===== src/rtl/transmissor_uart_if.sv =====
// transmissor_uart_if: host FIFO write port and serial line status of the UART transmitter
interface transmissor_uart_if #(
    parameter int DATA_BITS  = 8,
    parameter int FIFO_DEPTH = 4
);
    logic [DATA_BITS-1:0]        data_in;
    logic                        wr_en;
    logic                        full;
    logic [$clog2(FIFO_DEPTH):0] fifo_count;
    logic                        tx;
    logic                        busy;
    logic                        done;
    modport master (output data_in, wr_en, input full, fifo_count, tx, busy, done);
    modport slave  (input data_in, wr_en, output full, fifo_count, tx, busy, done);
endinterface


===== src/rtl/transmissor_uart.sv =====
// transmissor_uart: FIFO-buffered UART transmitter, one bit per clk_115200hz cycle
module transmissor_uart #(
    parameter int DATA_BITS  = 8,
    parameter int PARITY     = 0,
    parameter int STOP_BITS  = 1,
    parameter int FIFO_DEPTH = 4
) (
    input logic clk_115200hz,
    input logic reset_n,
    transmissor_uart_if.slave bus
);
    localparam int AW = $clog2(FIFO_DEPTH);
    localparam int CW = AW + 1;
    localparam int BW = $clog2(DATA_BITS);
    typedef enum logic [2:0] {IDLE, START, DATA, PAR_BIT, STOP} state_t;
    state_t               state, state_d;
    logic [DATA_BITS-1:0] mem [FIFO_DEPTH];
    logic [AW-1:0]        wr_ptr, rd_ptr;
    logic [CW-1:0]        count;
    logic [DATA_BITS-1:0] shift, shift_d;
    logic [BW-1:0]        bit_idx, bit_idx_d;
    logic                 stop_idx, stop_idx_d;
    logic                 acc, acc_d, tx_q, tx_d;
    logic                 push, pop, last_bit, last_stop;
    assign push           = bus.wr_en && !bus.full;
    assign last_bit       = bit_idx == BW'(DATA_BITS - 1);
    assign last_stop      = state == STOP && stop_idx == 1'(STOP_BITS - 1);
    // the final stop cycle may pop the next byte so frames run back-to-back
    assign pop            = (state == IDLE || last_stop) && count != '0;
    assign bus.full       = count == CW'(FIFO_DEPTH);
    assign bus.fifo_count = count;
    assign bus.busy       = state != IDLE;
    assign bus.done       = last_stop;
    assign bus.tx         = tx_q;
    always_comb begin
        state_d    = pop ? START :
                     state == START ? DATA :
                     state == DATA && last_bit ? (PARITY != 0 ? PAR_BIT : STOP) :
                     state == PAR_BIT ? STOP :
                     last_stop ? IDLE : state;
        shift_d    = pop ? mem[rd_ptr] : state_d == DATA ? shift >> 1 : shift;
        acc_d      = pop ? PARITY == 2 : state_d == DATA ? acc ^ shift[0] : acc;
        bit_idx_d  = state == DATA ? bit_idx + BW'(1) : '0;
        stop_idx_d = state == STOP ? stop_idx + 1'b1 : 1'b0;
        // tx is registered with the value belonging to the state being entered
        tx_d       = state_d == DATA ? shift[0] : state_d == PAR_BIT ? acc : state_d != START;
    end
    always_ff @(posedge clk_115200hz or negedge reset_n) begin
        if (!reset_n) begin
            state    <= IDLE;
            count    <= '0;
            wr_ptr   <= '0;
            rd_ptr   <= '0;
            shift    <= '0;
            acc      <= 1'b0;
            bit_idx  <= '0;
            stop_idx <= 1'b0;
            tx_q     <= 1'b1;
        end else begin
            state    <= state_d;
            count    <= count + CW'(push) - CW'(pop);
            wr_ptr   <= push ? wr_ptr + AW'(1) : wr_ptr;
            rd_ptr   <= pop ? rd_ptr + AW'(1) : rd_ptr;
            shift    <= shift_d;
            acc      <= acc_d;
            bit_idx  <= bit_idx_d;
            stop_idx <= stop_idx_d;
            tx_q     <= tx_d;
        end
    end
    always_ff @(posedge clk_115200hz) begin
        if (push) mem[wr_ptr] <= bus.data_in;
    end
endmodule


===== src/flat_wrapper.sv =====
// flat-port wrapper written by rule: the top's interface ports become plain ports
module transmissor_uart_flat 
#(
    parameter int DATA_BITS  = 8,
    parameter int PARITY     = 0,
    parameter int STOP_BITS  = 1,
    parameter int FIFO_DEPTH = 4
)
  (clk_115200hz, reset_n, bus_data_in, bus_wr_en, bus_full, bus_fifo_count, bus_tx, bus_busy, bus_done);
  transmissor_uart_if #(.DATA_BITS(DATA_BITS), .FIFO_DEPTH(FIFO_DEPTH)) bus_i ();
  input logic clk_115200hz;
  input logic reset_n;
  input wire logic [$bits(bus_i.data_in)-1:0] bus_data_in;
  input wire logic [$bits(bus_i.wr_en)-1:0] bus_wr_en;
  output wire logic [$bits(bus_i.full)-1:0] bus_full;
  output wire logic [$bits(bus_i.fifo_count)-1:0] bus_fifo_count;
  output wire logic [$bits(bus_i.tx)-1:0] bus_tx;
  output wire logic [$bits(bus_i.busy)-1:0] bus_busy;
  output wire logic [$bits(bus_i.done)-1:0] bus_done;
  assign bus_i.data_in = bus_data_in;
  assign bus_i.wr_en = bus_wr_en;
  assign bus_full = bus_i.full;
  assign bus_fifo_count = bus_i.fifo_count;
  assign bus_tx = bus_i.tx;
  assign bus_busy = bus_i.busy;
  assign bus_done = bus_i.done;
  transmissor_uart #(.DATA_BITS(DATA_BITS), .PARITY(PARITY), .STOP_BITS(STOP_BITS), .FIFO_DEPTH(FIFO_DEPTH)) u_core (.clk_115200hz(clk_115200hz), .reset_n(reset_n), .bus(bus_i));
endmodule

===== config.mk =====
export PLATFORM = sky130hd
export DESIGN_NAME = transmissor_uart_flat
export DESIGN_NICKNAME = d
export VERILOG_FILES = /design/src/rtl/transmissor_uart_if.sv /design/src/rtl/transmissor_uart.sv /design/src/flat_wrapper.sv
export SDC_FILE = /design/constraint.sdc
export NUM_CORES = 1
export LEC_CHECK = 0
export BUFFER_PORTS_ARGS = -buffer_cell sky130_fd_sc_hd__buf_2
export CELL_PAD_IN_SITES_DETAIL_PLACEMENT = 1
export CELL_PAD_IN_SITES_GLOBAL_PLACEMENT = 1
export CORE_ASPECT_RATIO = 0.5
export CORE_MARGIN = 1
export CORE_UTILIZATION = 41
export CTS_CLUSTER_SIZE = 40
export DETAILED_ROUTE_END_ITERATION = 8
export PLACE_DENSITY_LB_ADDON = 0.05
export SYNTH_ARGS = -nofsm -noshare
export SYNTH_HDL_FRONTEND = slang
export SYNTH_SLANG_ARGS = --single-unit

===== constraint.sdc =====
create_clock -name clk_115200hz -period 3 [get_ports clk_115200hz]
set_input_delay 0.6 -clock clk_115200hz [delete_from_list [all_inputs] [get_ports clk_115200hz]]
set_output_delay 0.6 -clock clk_115200hz [all_outputs]
set_load 0.01 [all_outputs]

== Word level (Yosys, flattened, before mapping) ==
Memories as Yosys holds them, arrays and structs flattened.
Index checks and enable logic that the tools add are counted.

* Add/sub/neg operators: 6
* Equality and inequality tests: 9
* Muxes and demuxes: 15
* Bitwise logic cells: 2
* Reductions and logical operators: 10

{| class="wikitable"
|+ Operator list
! kind !! count
|-
| 3-bit two-way mux || 6
|-
| 8-bit two-way mux || 2
|-
| 3-bit by 2-bit equality test with 1-bit output (second input constant) || 4
|-
| 3-bit equality test (second input constant) || 3
|-
| 1-bit two-way mux || 7
|-
| 3-bit nonzero test || 2
|-
| 2-bit by 1-bit adder with 2-bit output (second input constant) || 2
|-
| 1-bit logical AND || 4
|-
| 3-bit by 1-bit adder with 3-bit output || 1
|-
| 3-bit by 1-bit adder with 3-bit output (second input constant) || 1
|-
| 3-bit by 1-bit equality test with 1-bit output (second input constant) || 1
|-
| 3-bit zero test || 1
|-
| 3-bit by 1-bit inequality test with 1-bit output (second input constant) || 1
|-
| 3-bit by 1-bit subtractor with 3-bit output || 1
|-
| 2-bit nonzero test || 1
|-
| 1-bit adder (second input constant) || 1
|-
| 1-bit zero test || 1
|-
| 1-bit logical OR || 1
|-
| 1-bit inverter || 1
|-
| 1-bit XOR || 1
|}

* Register bits: 24
* Memory bits (writable): 32
* Bits of input ports: 11
* Output and inout bits: 7
* Logic and storage cells: 52
* Memories kept: 1

{| class="wikitable"
|+ Memories
! memory !! words !! bits a word !! rd ports !! clocked after Yosys merged registers in !! write ports !! line !! source
|-
| u_core.mem || 4 || 8 || 1 || 0 || 1 || transmissor_uart.sv:17 || <nowiki>logic [DATA_BITS-1:0] mem [FIFO_DEPTH];</nowiki>
|}

== Longest topological paths before layout ==
Gate-level depths: netlist (run 1).

* Depth after elaboration: 10
* Depth in mapped cells: 10
* Gate-level depth less buffers: 9

== Worst setup path before layout (run 1) ==
No wires, ideal clock.

* Path type: reg-to-reg
* From: reg u_core.count[0] (netlist: u_core.bus.fifo_count[0])
* To: reg u_core.count[2] (netlist: u_core.bus.fifo_count[2])
* Arrival time: 2.164 ns
* Required time: 2.877 ns
* Slack: 0.713 ns
* Cell stages (with the launch flop): 11
* Cells stage by stage: dfrtp_1 or3_1 buf_6 nand2_8 inv_8 ha_1 inv_1 ha_1 fa_1 xnor2_1 xnor2_1

* Elaborated cells on any way between the ends: 7

{| class="wikitable"
|+ RTL lines
! element !! line !! source
|-
| start, declared || transmissor_uart.sv:19 || <nowiki>logic [CW-1:0] count;</nowiki>
|-
| start signal, assigned || transmissor_uart.sv:61 || <nowiki>count <= count + CW'(push) - CW'(pop);</nowiki>
|-
| 3-bit nonzero test || transmissor_uart.sv:29 || <nowiki>assign pop = (state == IDLE || last_stop) && count != '0;</nowiki>
|-
| 1-bit logical AND || transmissor_uart.sv:29 ||
|-
| net u_core.pop || transmissor_uart.sv:24 || <nowiki>logic push, pop, last_bit, last_stop;</nowiki>
|-
| 3-bit by 1-bit subtractor with 3-bit output || transmissor_uart.sv:61 ||
|}

The timed path passes the listed nets, and every way through them passes these cells.
A chain may end at the register's enable or synchronous reset.

== Final worst setup path (run 1) ==
Same ends and word-level chain as after synthesis.

==> results.ini, run 1 <==
[worst_setup_path]
timing.rr.end=u_core.bus.fifo_count[2]
r2r_cells=9
reg2reg_from=u_core.bus.fifo_count[0]
endpoint=u_core.bus.fifo_count[2]
critPathLaunchType=register
cp-startpoint=u_core.bus.fifo_count[0]
cp_max_fo=10
ff2ff_setup_slack_ns=0.51
arrival_ns=2.71
crit_type=register to register
cp-end-kind=register
required_ns=3.22

[clock_tree]
cts_num_sinks=55
cts_setup_buffers=0
cts_tree=built
h-tree-depth=2
cts_buffers=5
clockRootBuffer=clkbuf_16
clkTransAtPathRegs_ns=0.07
cts_hold_buf=0
cts-resized-gates=0
clk_path_buf_depth=2
clock_latency_ns=0.30

[synth]
syn_area_sq_mm=0.00273
synth_compound_area_share_pct=11.9
synth-seq-cells=55
synth_cell_types=39
seq_area_frac_synth_pct=56.4
synth_fa_ha_area_share_pct=4.40
syn-num-nets=213
synthTopCellsByArea=edfxtp_1, dfrtp_1, mux4_1, o41ai_2, ha_1
synth_top_family_by_area=simple AND/OR/NAND/NOR gates
synth_top_cell_area_share_pct=35.2
yosys_warnings=0
synth.avg_cell_area_sq_um=14.1
synth_area_leader_cell=edfxtp_1
syn_inst=193
synth-simple-area-share_pct=12.3
muxShareOfSynthArea_pct=7.71
synth-xor-area-share_pct=1.61

[timing]
final_hold_viol_count=0
finalMaxSlewViolations=0
slew_headroom_pct=60.9
setup_tns_ns=0
period_share_pct=83.0
hold_slack_ns=0.299
clock_skew_ns=0.00692
grt_setup_unrepaired=false
timing.fmax_mhz=402
setup_viol_count_final=0
fin_crit_ns=2.49
worstMarginPinSlew_ns=0.586

[cells_and_area]
layout_commonest_cell=edfxtp_1
final_nets=228
fill_cells=621
antenna_cells=0
fin_area_sq_mm=0.00299
drive_gt1_share_pct=30.1
mostFrequentLayoutCells=edfxtp_1, dfrtp_1, o21ai_0
final_core_utilization_pct=47.9
fin_cells=297
syn_to_final_growth_pct=9.50

[global_routing]
grt_overflow_total=0
grt_pass1_wl_um=8910
grt_start_max_net_pins=37
met3_usage_pct=5.25
track_usage_pct=17.4
antenna_found_initial=0
grt_pass1_vias=1609
met2_usage_pct=26.5
busiest_layer=met2
grt.met1_usage_pct=24.3

[die]
core_sq_mm=0.00623
dieArea_sq_mm=0.00700
die_w_um=117
initial_utilization_pct=43.8
rows=20
die_y_um=59.7
num_io_pins=18

[run]
maxCapViolCount=0

[place]
gp_congestion=0.693
place_area_sq_mm=0.00284
hpwl_um=3520
portBuffers=17
dp_cells=289

[route]
drc=0
drtPass1Iterations=5
ant_nets=0
avgViaCountPerCell=5.27
wl_per_cell_um=17.7
drtIter0Drc=76
vias=1564
wirelength_um=5250

[worst_hold_path]
hp-class=input pin to async pin

[power]
leakagePower_nw=1.20
vdd.ir_drop.worst_v=0.000459
power_density_mw_per_mm2=1090

[run_status]
status=complete, no violations

==> worst min path at each step <==
stage                                   end  depth (start not counted)
after floorplan           u_core.bit_idx[0]                          0
after global placement    u_core.bit_idx[0]                          1
after detailed placement  u_core.bit_idx[0]                          1
after CTS                 u_core.bit_idx[0]                          1
after global routing      u_core.bit_idx[1]                          1
final                       u_core.shift[4]                          1
==> synth_stat cells (all sizes together) <==
| master | count |
|---|---|
| nand2 | 4 |
| buf | 9 |
| mux2 | 1 |
| o41ai | 7 |
| or3 | 2 |
| inv | 9 |
| edfxtp | 32 |
| o311a | 7 |
| nor3 | 2 |
| clkbuf | 4 |
| nand3 | 9 |
| xnor2 | 5 |
| nor3b | 1 |
| fa | 1 |
| o21a | 1 |
| a31o | 1 |
| dfrtp | 22 |
| dfstp | 1 |
| or2b | 7 |
| nor2 | 15 |
| o21ai | 18 |
| and2 | 6 |
| and3 | 8 |
| mux4 | 8 |
| a211oi | 1 |
| nor2b | 2 |
| ha | 8 |
| a22oi | 1 |
| or2 | 1 |
==> metal layers <==
layer	vias up	wire length, um
met2	12	2290
met4	0	44
li1	749	-
met5	-	0
met1	797	2760
met3	6	153
==> critical path: stages, from the launching register on <==
cell	delay, ns
dfrtp_1	0.41
or3_1	0.59
nand2_8	0.17
inv_8	0.06
ha_1	0.27
inv_1	0.04
ha_1	0.18
fa_1	0.38
xnor2_1	0.19
xnor2_1	0.14
==> area by class of cell <==
cell class | instances | area [sq um] | share of cell area, %
flip-flops and latches | 55 | 1540 | 51.5
multi-input cells | 116 | 1040 | 34.7
clock buffers | 5 | 125 | 4.19
repair buffers | 21 | 115 | 3.85
well taps | 88 | 110 | 3.69
inverters | 9 | 41.3 | 1.38
clock inverters | 3 | 21.3 | 0.712
==> flip-flops by register name, indices dropped and copies added, names as in the netlist <==
register               cells
u_core.shift               8
u_core.wr_ptr              2
u_core.rd_ptr              2
u_core.state               3
u_core.bus.tx              1
u_core.mem                32
u_core.bus.fifo_count      3
u_core.stop_idx            1
u_core.bit_idx             3
==> report_power, final <==
part / switching, mW / internal [mW] / total [mW]
Sequential: 0.205 / 1.06 / 1.27
Clock: 0.275 / 0.313 / 0.589
Combinational: 0.735 / 0.679 / 1.41
Total: 1.22 / 2.05 / 3.27
==> cell families after synthesis <==
family          Yosys count
mux                       9
fa+ha+maj                 9
xor+xnor                  5
buf+inv                  22
flops                    55
compound gates           36
simple gates             57
==> per-stage QoR <==
step	worst slack (ns)	total power [mW]
2_1_floorplan	0.713	2.40
3_3_place_gp	0.581	2.68
3_5_place_dp	0.514	2.72
4_1_cts	0.498	3.31
5_1_grt	0.374	3.52
6_report	0.511	3.27
Note: power is estimated with default switching activity, not from simulation.
==> inputs of run 2 (changes only) <==
Clock period 3 ns to 2.5 ns, I/O delays scaled along.
==> run 2 against run 1 <==
Via count increased by 3.7%. Sequential power increased by 18%. Worst hold slack got worse by 0.11 ns. Cell count increased by 1.0%. Die area unchanged. First-iteration DRC count decreased by 18%. Worst setup slack got worse by 0.33 ns. Largest power group unchanged.
==> results.ini, run 2 (synthesis gave the netlist of run 1 again) <==
[run_status]
status=complete, no violations  ; unchanged

[route]
avgViaCountPerCell=5.41  ; was 5.27
drc=0  ; unchanged
ant_nets=0  ; unchanged
vias=1622  ; was 1564
drtPass1Iterations=4  ; was 5
wl_per_cell_um=18.6  ; was 17.7 um
drtIter0Drc=62  ; was 76
wirelength_um=5590  ; was 5250 um

[timing]
timing.fmax_mhz=432  ; was 402 MHz
final_hold_viol_count=0  ; unchanged
clock_skew_ns=0.00416  ; was 0.00692 ns
setup_viol_count_final=0  ; unchanged
slew_headroom_pct=62.1  ; was 60.9%
finalMaxSlewViolations=0  ; unchanged
grt_setup_unrepaired=false  ; unchanged
hold_slack_ns=0.186  ; was 0.299 ns
fin_crit_ns=2.31  ; was 2.49 ns
setup_tns_ns=0  ; unchanged
period_share_pct=92.6  ; was 83.0%
worstMarginPinSlew_ns=0.569  ; was 0.586 ns

[clock_tree]
cts_buffers=5  ; unchanged
clkTransAtPathRegs_ns=0.07  ; about the same
cts_num_sinks=55  ; unchanged
clock_latency_ns=0.29  ; was 0.30 ns
cts_hold_buf=0  ; unchanged
cts_tree=built  ; unchanged
h-tree-depth=2  ; unchanged
cts_setup_buffers=0  ; unchanged
cts-resized-gates=0  ; unchanged
clockRootBuffer=clkbuf_16  ; unchanged
clk_path_buf_depth=2  ; unchanged

[worst_setup_path]
critPathSlowestCell=or3_1  ; unchanged
cp-end-kind=register  ; unchanged
cp_num_cells=9  ; unchanged
crit_buf_inv=2  ; unchanged
crit_family=adder cells  ; unchanged
cp_max_fo=8  ; was 10
r2r_cells=9  ; unchanged
cpPeakStageDelay_ns=0.48  ; was 0.59 ns
critPathLaunchType=register  ; unchanged
required_ns=2.72  ; was 3.22 ns
arrival_ns=2.54  ; was 2.71 ns
crit_chain=or3_1 > nand2_8 > inv_8 > ha_1 > inv_1 > ha_1 > fa_1 > xnor2_1 > xnor2_1  ; unchanged
crit_type=register to register  ; unchanged

[cells_and_area]
antenna_cells=0  ; unchanged
layout_commonest_cell=edfxtp_1  ; unchanged
drive_gt1_share_pct=31.1  ; was 30.1%
top_regs=u_core.mem x32, u_core.shift x8  ; unchanged
mostFrequentLayoutCells=edfxtp_1, dfrtp_1, o21ai_0  ; unchanged
largest_reg_flops=32  ; unchanged
syn_to_final_growth_pct=10.3  ; was 9.50%
top_register=u_core.mem  ; unchanged
final_nets=231  ; was 228
fin_area_sq_mm=0.00301  ; was 0.00299 sq mm

[die]
initial_utilization_pct=43.8  ; unchanged
die_y_um=59.7  ; unchanged
core_sq_mm=0.00623  ; unchanged
die_w_um=117  ; unchanged
rows=20  ; unchanged
num_io_pins=18  ; unchanged
dieArea_sq_mm=0.00700  ; unchanged

[global_routing]
grt_pass1_vias=1654  ; was 1609
grt_overflow_total=0  ; unchanged
grt_pass1_wl_um=9100  ; was 8910 um
antenna_found_initial=0  ; unchanged
grt_start_max_net_pins=37  ; unchanged
track_usage_pct=17.9  ; was 17.4%

[power]
vdd.ir_drop.worst_v=0.000611  ; was 0.000459 V
power_density_mw_per_mm2=1320  ; was 1090 mW/mm^2
leakagePower_nw=1.21  ; was 1.20 nW

[place]
portBuffers=17  ; unchanged
gp_congestion=0.743  ; was 0.693
place_area_sq_mm=0.00286  ; was 0.00284 sq mm
hpwl_um=3880  ; was 3520 um

[worst_hold_path]
hp-class=input pin to async pin  ; unchanged

[run]
maxCapViolCount=0  ; unchanged

[run 2: cell types whose count changed in the layout (fill, tap and decap cells not counted)]
| cell | change |
|---|---|
| inv_6 | -1 |
| clkinvlp_4 | +1 |
| clkbuf_1 | +1 |
| buf_4 | +3 |
| clkinv_1 | -1 |
[run 2: metrics by stage]
step | util, % | worst slack [ns] | instances | power [mW]
after floorplan | - | 0.213 | 193 | 2.88
after global placement | 45.9 | 0.221 | 292 | 3.24
after CTS | 48.3 | 0.167 | 300 | 4.05
final | 48.3 | 0.185 | 300 | 3.98
after detailed placement | 45.9 | 0.188 | 292 | 3.32
after global routing | 48.3 | 0.0697 | 300 | 4.27
[run 2: final timing paths]
kind                                     startpoint                  endpoint  slack (ns)
min                                         reset_n           u_core.state[1]        0.19
min in group clk_115200hz            bus_data_in[2]          u_core.mem[0][2]        0.41
max                        u_core.bus.fifo_count[0]  u_core.bus.fifo_count[2]        0.19
min reg2reg                       u_core.bit_idx[0]         u_core.bit_idx[0]        0.44
max in group asynchronous                   reset_n           u_core.stop_idx        1.93
max reg2reg                u_core.bus.fifo_count[0]  u_core.bus.fifo_count[2]        0.19
[run 2: layout make-up]
class,count,area [sq um]
clock buffers,6,129
clock inverters,2,16.3
fillers,629,3220
inverters,9,41.3
multi-input cells,116,1040
flip-flops and latches,55,1540
well taps,88,110
repair buffers,24,138
[run 2: worst register-to-register path, stage by stage (launching register included)]
cell,delay (ns)
dfrtp_1,0.40
or3_1,0.48
nand2_8,0.13
inv_8,0.06
ha_1,0.27
inv_1,0.04
ha_1,0.18
fa_1,0.37
xnor2_1,0.18
xnor2_1,0.13
[run 2: report_power, final]
group	leakage, nW	switching, mW	internal, mW
combinational	0.569	0.925	0.849
clock	0.0675	0.329	0.376
sequential	0.575	0.228	1.27
[run 2: metal layers]
metal	wire length, um	GRT usage [%]
met4	47	3.90
met1	2750	24.3
met5	0	0
met3	180	4.96
met2	2610	29.2
